File: src/rtl/controlador_comandos.sv
// Two-byte UART command controller: decodes command/address, queries a sensor, answers with a code byte and a data byte.
// Optional response timeout is built when CONTROLADOR_TIMEOUT_EN is defined.
module controlador_comandos #(
  parameter int NUM_SENSORES   = 32,
  parameter int CICLOS_TIMEOUT = 2500000
) (
  input  logic       clock,
  input  logic       reset,
  input  logic       bitsEstaoRecebidos,
  input  logic [7:0] primeiroByteCompleto,
  input  logic [7:0] segundoByteCompleto,
  output logic       sensorSolicita,
  output logic [2:0] sensorComando,
  output logic [4:0] sensorEndereco,
  input  logic       sensorPronto,
  input  logic [7:0] sensorDado,
  output logic       txInicio,
  output logic [7:0] txByte,
  input  logic       txConcluido,
  output logic       ocupado
);

  if (NUM_SENSORES < 1 || NUM_SENSORES > 32) begin : g_num_sensores_invalido
    $error("NUM_SENSORES must lie in 1..32");
  end
  if (CICLOS_TIMEOUT < 1 || CICLOS_TIMEOUT > 4194304) begin : g_ciclos_timeout_invalido
    $error("CICLOS_TIMEOUT must fit in 22 bits");
  end

  typedef enum logic [3:0] {
    ESPERA, AGUARDA_SEGUNDO, DECODIFICA, SOLICITA, AGUARDA_SENSOR,
    ENVIA1, ESPERA_TX1, ENVIA2, ESPERA_TX2
  } estado_t;

  localparam logic [8:0] LIMITE_END = 9'(NUM_SENSORES);

  estado_t    estado_q, estado_d;
  logic [7:0] comando_q, comando_d;
  logic [7:0] endereco_q, endereco_d;
  logic [7:0] dado_q, dado_d;
  logic       solicita_q, solicita_d;
  logic [2:0] sens_cmd_q, sens_cmd_d;
  logic [4:0] sens_end_q, sens_end_d;
  logic       tx_inicio_q, tx_inicio_d;
  logic [7:0] tx_byte_q, tx_byte_d;
  logic       ocupado_q, ocupado_d;
`ifdef CONTROLADOR_TIMEOUT_EN
  localparam logic [21:0] ULTIMO = 22'(CICLOS_TIMEOUT - 1);
  logic [21:0] cnt_q, cnt_d;
`endif

  // The response code byte is loaded straight into tx_byte_q on entry to ENVIA1.
  always_comb begin
    estado_d    = estado_q;
    comando_d   = comando_q;
    endereco_d  = endereco_q;
    dado_d      = dado_q;
    solicita_d  = solicita_q;
    sens_cmd_d  = sens_cmd_q;
    sens_end_d  = sens_end_q;
    tx_inicio_d = 1'b0;
    tx_byte_d   = tx_byte_q;
`ifdef CONTROLADOR_TIMEOUT_EN
    cnt_d       = cnt_q;
`endif
    unique case (estado_q)
      ESPERA: begin
        if (bitsEstaoRecebidos) begin
          estado_d = AGUARDA_SEGUNDO;
`ifdef CONTROLADOR_TIMEOUT_EN
          cnt_d    = '0;
`endif
        end
      end
      AGUARDA_SEGUNDO: begin
        if (bitsEstaoRecebidos) begin
          comando_d  = primeiroByteCompleto;
          endereco_d = segundoByteCompleto;
          estado_d   = DECODIFICA;
        end
`ifdef CONTROLADOR_TIMEOUT_EN
        else if (cnt_q == ULTIMO) estado_d = ESPERA;
        else cnt_d = cnt_q + 22'd1;
`endif
      end
      DECODIFICA: begin
        if (comando_q > 8'h07) begin
          tx_byte_d   = 8'hFF;
          dado_d      = comando_q;
          tx_inicio_d = 1'b1;
          estado_d    = ENVIA1;
        end else if ({1'b0, endereco_q} >= LIMITE_END) begin
          tx_byte_d   = 8'hFE;
          dado_d      = endereco_q;
          tx_inicio_d = 1'b1;
          estado_d    = ENVIA1;
        end else begin
          solicita_d = 1'b1;
          sens_cmd_d = comando_q[2:0];
          sens_end_d = endereco_q[4:0];
          estado_d   = SOLICITA;
        end
      end
      SOLICITA: begin
        estado_d = AGUARDA_SENSOR;
`ifdef CONTROLADOR_TIMEOUT_EN
        cnt_d    = '0;
`endif
      end
      AGUARDA_SENSOR: begin
        // Sensor data beats a timeout that expires on the same edge.
        if (sensorPronto) begin
          tx_byte_d   = {5'b10000, comando_q[2:0]};
          dado_d      = sensorDado;
          solicita_d  = 1'b0;
          tx_inicio_d = 1'b1;
          estado_d    = ENVIA1;
        end
`ifdef CONTROLADOR_TIMEOUT_EN
        else if (cnt_q == ULTIMO) begin
          tx_byte_d   = 8'hFD;
          dado_d      = endereco_q;
          solicita_d  = 1'b0;
          tx_inicio_d = 1'b1;
          estado_d    = ENVIA1;
        end else cnt_d = cnt_q + 22'd1;
`endif
      end
      ENVIA1: estado_d = ESPERA_TX1;
      ESPERA_TX1: begin
        if (txConcluido) begin
          tx_byte_d   = dado_q;
          tx_inicio_d = 1'b1;
          estado_d    = ENVIA2;
        end
      end
      ENVIA2: estado_d = ESPERA_TX2;
      ESPERA_TX2: if (txConcluido) estado_d = ESPERA;
      default: estado_d = ESPERA;
    endcase
    ocupado_d = (estado_d != ESPERA);
  end

  always_ff @(posedge clock or posedge reset) begin
    if (reset) begin
      estado_q    <= ESPERA;
      comando_q   <= '0;
      endereco_q  <= '0;
      dado_q      <= '0;
      solicita_q  <= 1'b0;
      sens_cmd_q  <= '0;
      sens_end_q  <= '0;
      tx_inicio_q <= 1'b0;
      tx_byte_q   <= '0;
      ocupado_q   <= 1'b0;
`ifdef CONTROLADOR_TIMEOUT_EN
      cnt_q       <= '0;
`endif
    end else begin
      estado_q    <= estado_d;
      comando_q   <= comando_d;
      endereco_q  <= endereco_d;
      dado_q      <= dado_d;
      solicita_q  <= solicita_d;
      sens_cmd_q  <= sens_cmd_d;
      sens_end_q  <= sens_end_d;
      tx_inicio_q <= tx_inicio_d;
      tx_byte_q   <= tx_byte_d;
      ocupado_q   <= ocupado_d;
`ifdef CONTROLADOR_TIMEOUT_EN
      cnt_q       <= cnt_d;
`endif
    end
  end

  assign sensorSolicita = solicita_q;
  assign sensorComando  = sens_cmd_q;
  assign sensorEndereco = sens_end_q;
  assign txInicio       = tx_inicio_q;
  assign txByte         = tx_byte_q;
  assign ocupado        = ocupado_q;

endmodule

File: config.mk
export PLATFORM = sky130hd
export DESIGN_NAME = controlador_comandos
export DESIGN_NICKNAME = d
export VERILOG_FILES = /design/src/rtl/controlador_comandos.sv
export SDC_FILE = /design/constraint.sdc
export NUM_CORES = 1
export LEC_CHECK = 0
export BUFFER_PORTS_ARGS = -buffer_cell sky130_fd_sc_hd__buf_2
export CAP_MARGIN = 20
export CORE_ASPECT_RATIO = 2
export CORE_MARGIN = 10
export CORE_UTILIZATION = 45
export DETAILED_ROUTE_END_ITERATION = 7
export PLACE_DENSITY = 0.81
export SYNTH_ARGS = -nofsm -noshare
export SYNTH_HDL_FRONTEND = slang
export SYNTH_SLANG_ARGS = --single-unit
export TNS_END_PERCENT = 100
File: constraint.sdc
create_clock -name clock -period 1.99 [get_ports clock]
set_input_delay 0.398 -clock clock [delete_from_list [all_inputs] [get_ports clock]]
set_output_delay 0.398 -clock clock [all_outputs]
set_load 0.02 [all_outputs]
Word level (Yosys, flattened, before mapping). Cells that the tools add are included.

Bits of input ports: 29. Logic and storage cells: 62. RAM bits: 0. ROM bits: 0. Register bits: 47. Memories kept: 0. Output and inout bits: 19. Latch bits: 0.

Reductions and logical operators: 9. Multipliers: 0. Muxes and demuxes: 26. $lt $le $gt $ge: 2. Bitwise logic cells: 2. $add $sub $neg: 0. Shift operators: 0. Eq/ne operators: 13. Div/mod/pow operators: 0.

Operators by type and width (count): $mux 8 (7); $pmux 4 s9 (1); $pmux 8 s3 (1); $mux 4 (5); $eq 4x3->1 const B (4); $pmux 8 s2 (1); $eq 4x2->1 const B (2); $ge 8x6->1 const B (1); $gt 8x3->1 const B (1); $ne 2x2->1 const B (4); $reduce_and 4->1 (2); $mux 1 (7); $mux 3 (2); $reduce_and 3->1 (2); $eq 4x1->1 const B (1); $eq 4x4->1 const B (1); $logic_not 4->1 (1); $reduce_bool 4->1 (1); $ne 3x3->1 const B (1); $pmux 1 s3 (1); $reduce_bool 3->1 (1); $not 1->1 (2); $pmux 1 s2 (1); $reduce_and 2->1 (1); $reduce_bool 2->1 (1).

Logic depth before layout (Yosys ltp).
Word-level depth: 5. Gate-level depth with buffers: 6. Gate-level depth less buffers: 4.

Worst setup path before layout. Ideal clock, no wire load.

Path kind: register to register. From: reg comando_q[3]. To: reg tx_byte_q[0] (netlist: txByte[0]). Buffers on the path: 1. Data required time: 1865 ps. Arrival time: 1826 ps. Clock period less this slack: 1951 ps. Library setup time: 125 ps. Path slack: 39 ps. Cell stages (with the launch flop): 6. Cells stage by stage: dfrtp_1 -> or4_4 -> o31ai_4 -> o21a_1 -> buf_6 -> mux2_4.

Cells in the longest elaborated chain, start to end: 3. Elaborated cells on any way between the ends: 5. Classes of those cells: order compare: 1; eq/ne: 1; mux: 2; reduce/logical: 1.

Ends and longest elaborated chain: from (decl) (line 38) `logic [7:0] comando_q, comando_d;`; from (signal assigned) (line 161) `comando_q <= comando_d;`; $gt 8x3->1 (*) (line 87) `if (comando_q > 8'h07) begin`; $ne 3x3->1 (no source line) or $mux 8 (tied branches); $reduce_and 4->1 (no source line) or $pmux 8 s3 (tied branches); to (signal assigned) (line 168) `tx_byte_q <= tx_byte_d;`; to (decl) (line 45) `logic [7:0] tx_byte_q, tx_byte_d;`.

Mark *: on every way between the ends. The rest lies on a longest branch, timed or not. A chain may end at the register's enable or synchronous reset.

Final worst setup path.
From: reg comando_q[3]. To: reg tx_byte_q[2] (netlist: txByte[2]).

Same word-level chain as after synthesis.

==> flow_metrics.tcl <==
set metrics [dict create \
    status "finished clean" \
    finalSetupViolCount 0 \
    num_rows 36 \
    syn-cell-area_mm2 0.00221 \
    cts-hold-fix-buffers 0 \
    port_buffers 47 \
    ys_seq_area_frac 0.532 \
    finalInstanceArea_mm2 0.00271 \
    p_clk_frac 0.122 \
    holdWs_ns 0.225 \
    grtUsageTotal 0.128 \
    utilization 0.563 \
    slew_violations 0 \
    io_pins 48 \
    fillers 400 \
    max-slew-margin-rel 0.612 \
    rsz0062_at_grt "false" \
    antenna_cells 0 \
    crit_arrival_ns 2.11 \
    hold_path.class "in2async" \
    synth_top_family_by_area "multiplexers" \
    start_kind "flip-flop" \
    fmax_ghz 0.520 \
    ys_async_sr_fraction 1.00 \
    crit_fanout 9 \
    detail_route.first_pass.iterations 4 \
    min_period_ns 1.92 \
    pwr-share-comb 0.503 \
    ir_drop_mv 0.965 \
    crit_required_ns 2.18 \
    die_area_mm2 0.00829 \
    dp_hpwl_um 4180 \
    r2r_cells 5 \
    leakage_nw 1.30 \
    synth_mux_area_frac 0.241 \
    synthDistinctLibCells 38 \
    ys_ff_latch 47 \
    drive_gt1_frac 0.498 \
    h-tree-depth 2 \
    coreArea_mm2 0.00482 \
    fin_tns_setup_ns 0 \
    drv_cap 0 \
    clk_path_buf_depth 2 \
    grt_pass1_vias 1820 \
    synth_simple_gate_area_frac 0.111 \
    routed_via_density 5.38 \
    synth_nets 209 \
    drt_wl_total_um 5240 \
    placed_area_mm2 0.00262 \
    cts_tree "built" \
    crit_type "reg2reg" \
    place_ws_ns 0.00864 \
    synth_cells 180 \
    internal_power_mw 2.77 \
    powerDensity_mw_per_mm2 1650 \
    grt_max_degree 48 \
    grt_remaining_overflow 0 \
    synthToLayoutAreaGrowth_pct 22.7 \
    regArea_mm2 0.00118 \
    gp_congestion 0.846 \
    synth-compound-area-share 0.0877 \
    yosys_warnings 0 \
    dieHeight_um 119 \
    antenna_found_initial 0 \
    synth_edf_count 0 \
    swShare 0.383 \
    drt-initial-drc-count 59 \
    numCtsBuffers 5 \
    drc_errors 0 \
    vias 1626 \
    syn-mean-instance-area_um2 12.3 \
    avgRoutedWirePerCell_um 17.3 \
    nets 273 \
    setup_ws_ns 0.0674 \
    die_width_um 69.6 \
    period_share 0.966 \
    cp-end-kind "flip-flop" \
    worst_pin_slew_ns 0.582 \
    clk_latency_ns 0.30 \
    grt_pass1_wl_um 8640 \
    p_seq_frac 0.375 \
    final_cells 302 \
    multi_input_comb_area_um2 982 \
    start_util 0.459 \
    ant_nets 0 \
    synthXorXnorAreaFrac 0 \
    finalHoldViolations 0 \
    synthAdderAreaFrac 0 \
    cts-root-buf "clkbuf_8" \
    dominantRegCellSynth "dfrtp_1" \
    dp.cells 294 \
    p_sw_mw 1.72 \
    clkTransAtPathRegs_ns 0.08 \
    finalPower_mw 4.48 \
    cts.sinks 47 \
    clock_skew_ns 0.00683 \
]
-- worst paths after layout --
kind	start	to	slack, ns
worst max register to register	comando_q[3]	txByte[2]	0.07
min in group clock	primeiroByteCompleto[3]	comando_q[3]	0.32
worst min register to register	dado_q[7]	dado_q[7]	0.49
worst max-delay path	comando_q[3]	txByte[2]	0.07
worst min-delay path	reset	sensorEndereco[1]	0.23
max in group asynchronous	reset	txByte[5]	1.36
-- final cells by class --
| type | instances | area share |
|---|---|---|
| multi-input cells | 121 | 0.362 |
| well taps | 57 | 0.0263 |
| clock buffers | 7 | 0.0281 |
| repair buffers | 66 | 0.144 |
| flip-flops and latches | 47 | 0.434 |
| clock inverters | 1 | 0.00185 |
| inverters | 3 | 0.00415 |
-- cells by family (layout without fill, tap and decap cells) --
| family | after synthesis | count (layout) |
|---|---|---|
| simple gates | 45 | 45 |
| mux | 45 | 45 |
| compound gates | 31 | 31 |
| flops | 47 | 47 |
| buf+inv | 12 | 77 |
-- worst max-delay path, stage by stage (launching register included) --
cell and delay, ns:
dfrtp_1 0.38, or4_4 0.58, o31ai_4 0.20, o21a_1 0.19
buf_12 0.14, mux2_4 0.30
-- timing repair --
item / in CTS / in global routing
buffers inserted: 0 / 0
pin swaps: 0 / 1
gates resized for setup: 1 / 1
endpoints found under the setup margin: 1 / 11
-- layer usage --
layer	wire length (um)	GRT usage	vias to the layer above
met5	0	0	-
met3	149	0.0208	10
met4	127	0.0608	0
met1	1780	0.114	802
li1	-	-	777
met2	3180	0.260	37
-- cell usage after synthesis, types with 2 or more instances --
| library cell | n | area [um2] |
|---|---|---|
| or3_1 | 2 | 12.5 |
| mux2_2 | 32 | 360 |
| a21oi_1 | 11 | 55.1 |
| mux2i_1 | 4 | 40.0 |
| dfrtp_1 | 47 | 1180 |
| buf_2 | 4 | 20.0 |
| o21bai_1 | 2 | 15.0 |
| mux2_4 | 8 | 120 |
| nor3_1 | 2 | 10.0 |
| inv_1 | 2 | 7.51 |
| a31oi_1 | 8 | 50.1 |
| o21ai_0 | 6 | 30.0 |
| nand2_1 | 14 | 52.6 |
| or4b_2 | 2 | 20.0 |
| nor2_1 | 12 | 45.0 |
| nor4b_1 | 2 | 17.5 |
-- registers in the layout (all words and copies together), names as in the netlist --
signal          count
txByte              8
endereco_q          8
comando_q           8
ocupado             1
sensorComando       3
sensorSolicita      1
estado_q            4
dado_q              8
sensorEndereco      5
txInicio            1
-- power groups by stage --
stage | Clock, mW | Sequential, mW | Combinational (mW)
2_1_floorplan | 0 | 1.80 | 1.39
3_3_place_gp | 0 | 1.68 | 2.18
3_5_place_dp | 0 | 1.70 | 2.24
4_1_cts | 0.563 | 1.68 | 2.26
5_1_grt | 0.595 | 1.74 | 2.45
6_report | 0.547 | 1.68 | 2.25
-- cells in the final DEF (no fill, tap or decap), types with 2 or more instances in the layout --
cell      instances
a21oi_1          11
a31oi_1           8
buf_2            47
buf_4            18
clkbuf_1          2
clkbuf_8          5
dfrtp_1          47
inv_2             2
mux2_2           32
mux2_4            8
mux2i_1           4
nand2_1          14
nor2_1           12
nor4b_1           2
o21ai_0           6
o21bai_1          2
or3_1             2
or4b_2            2
Power figures use the tool's default switching activity.
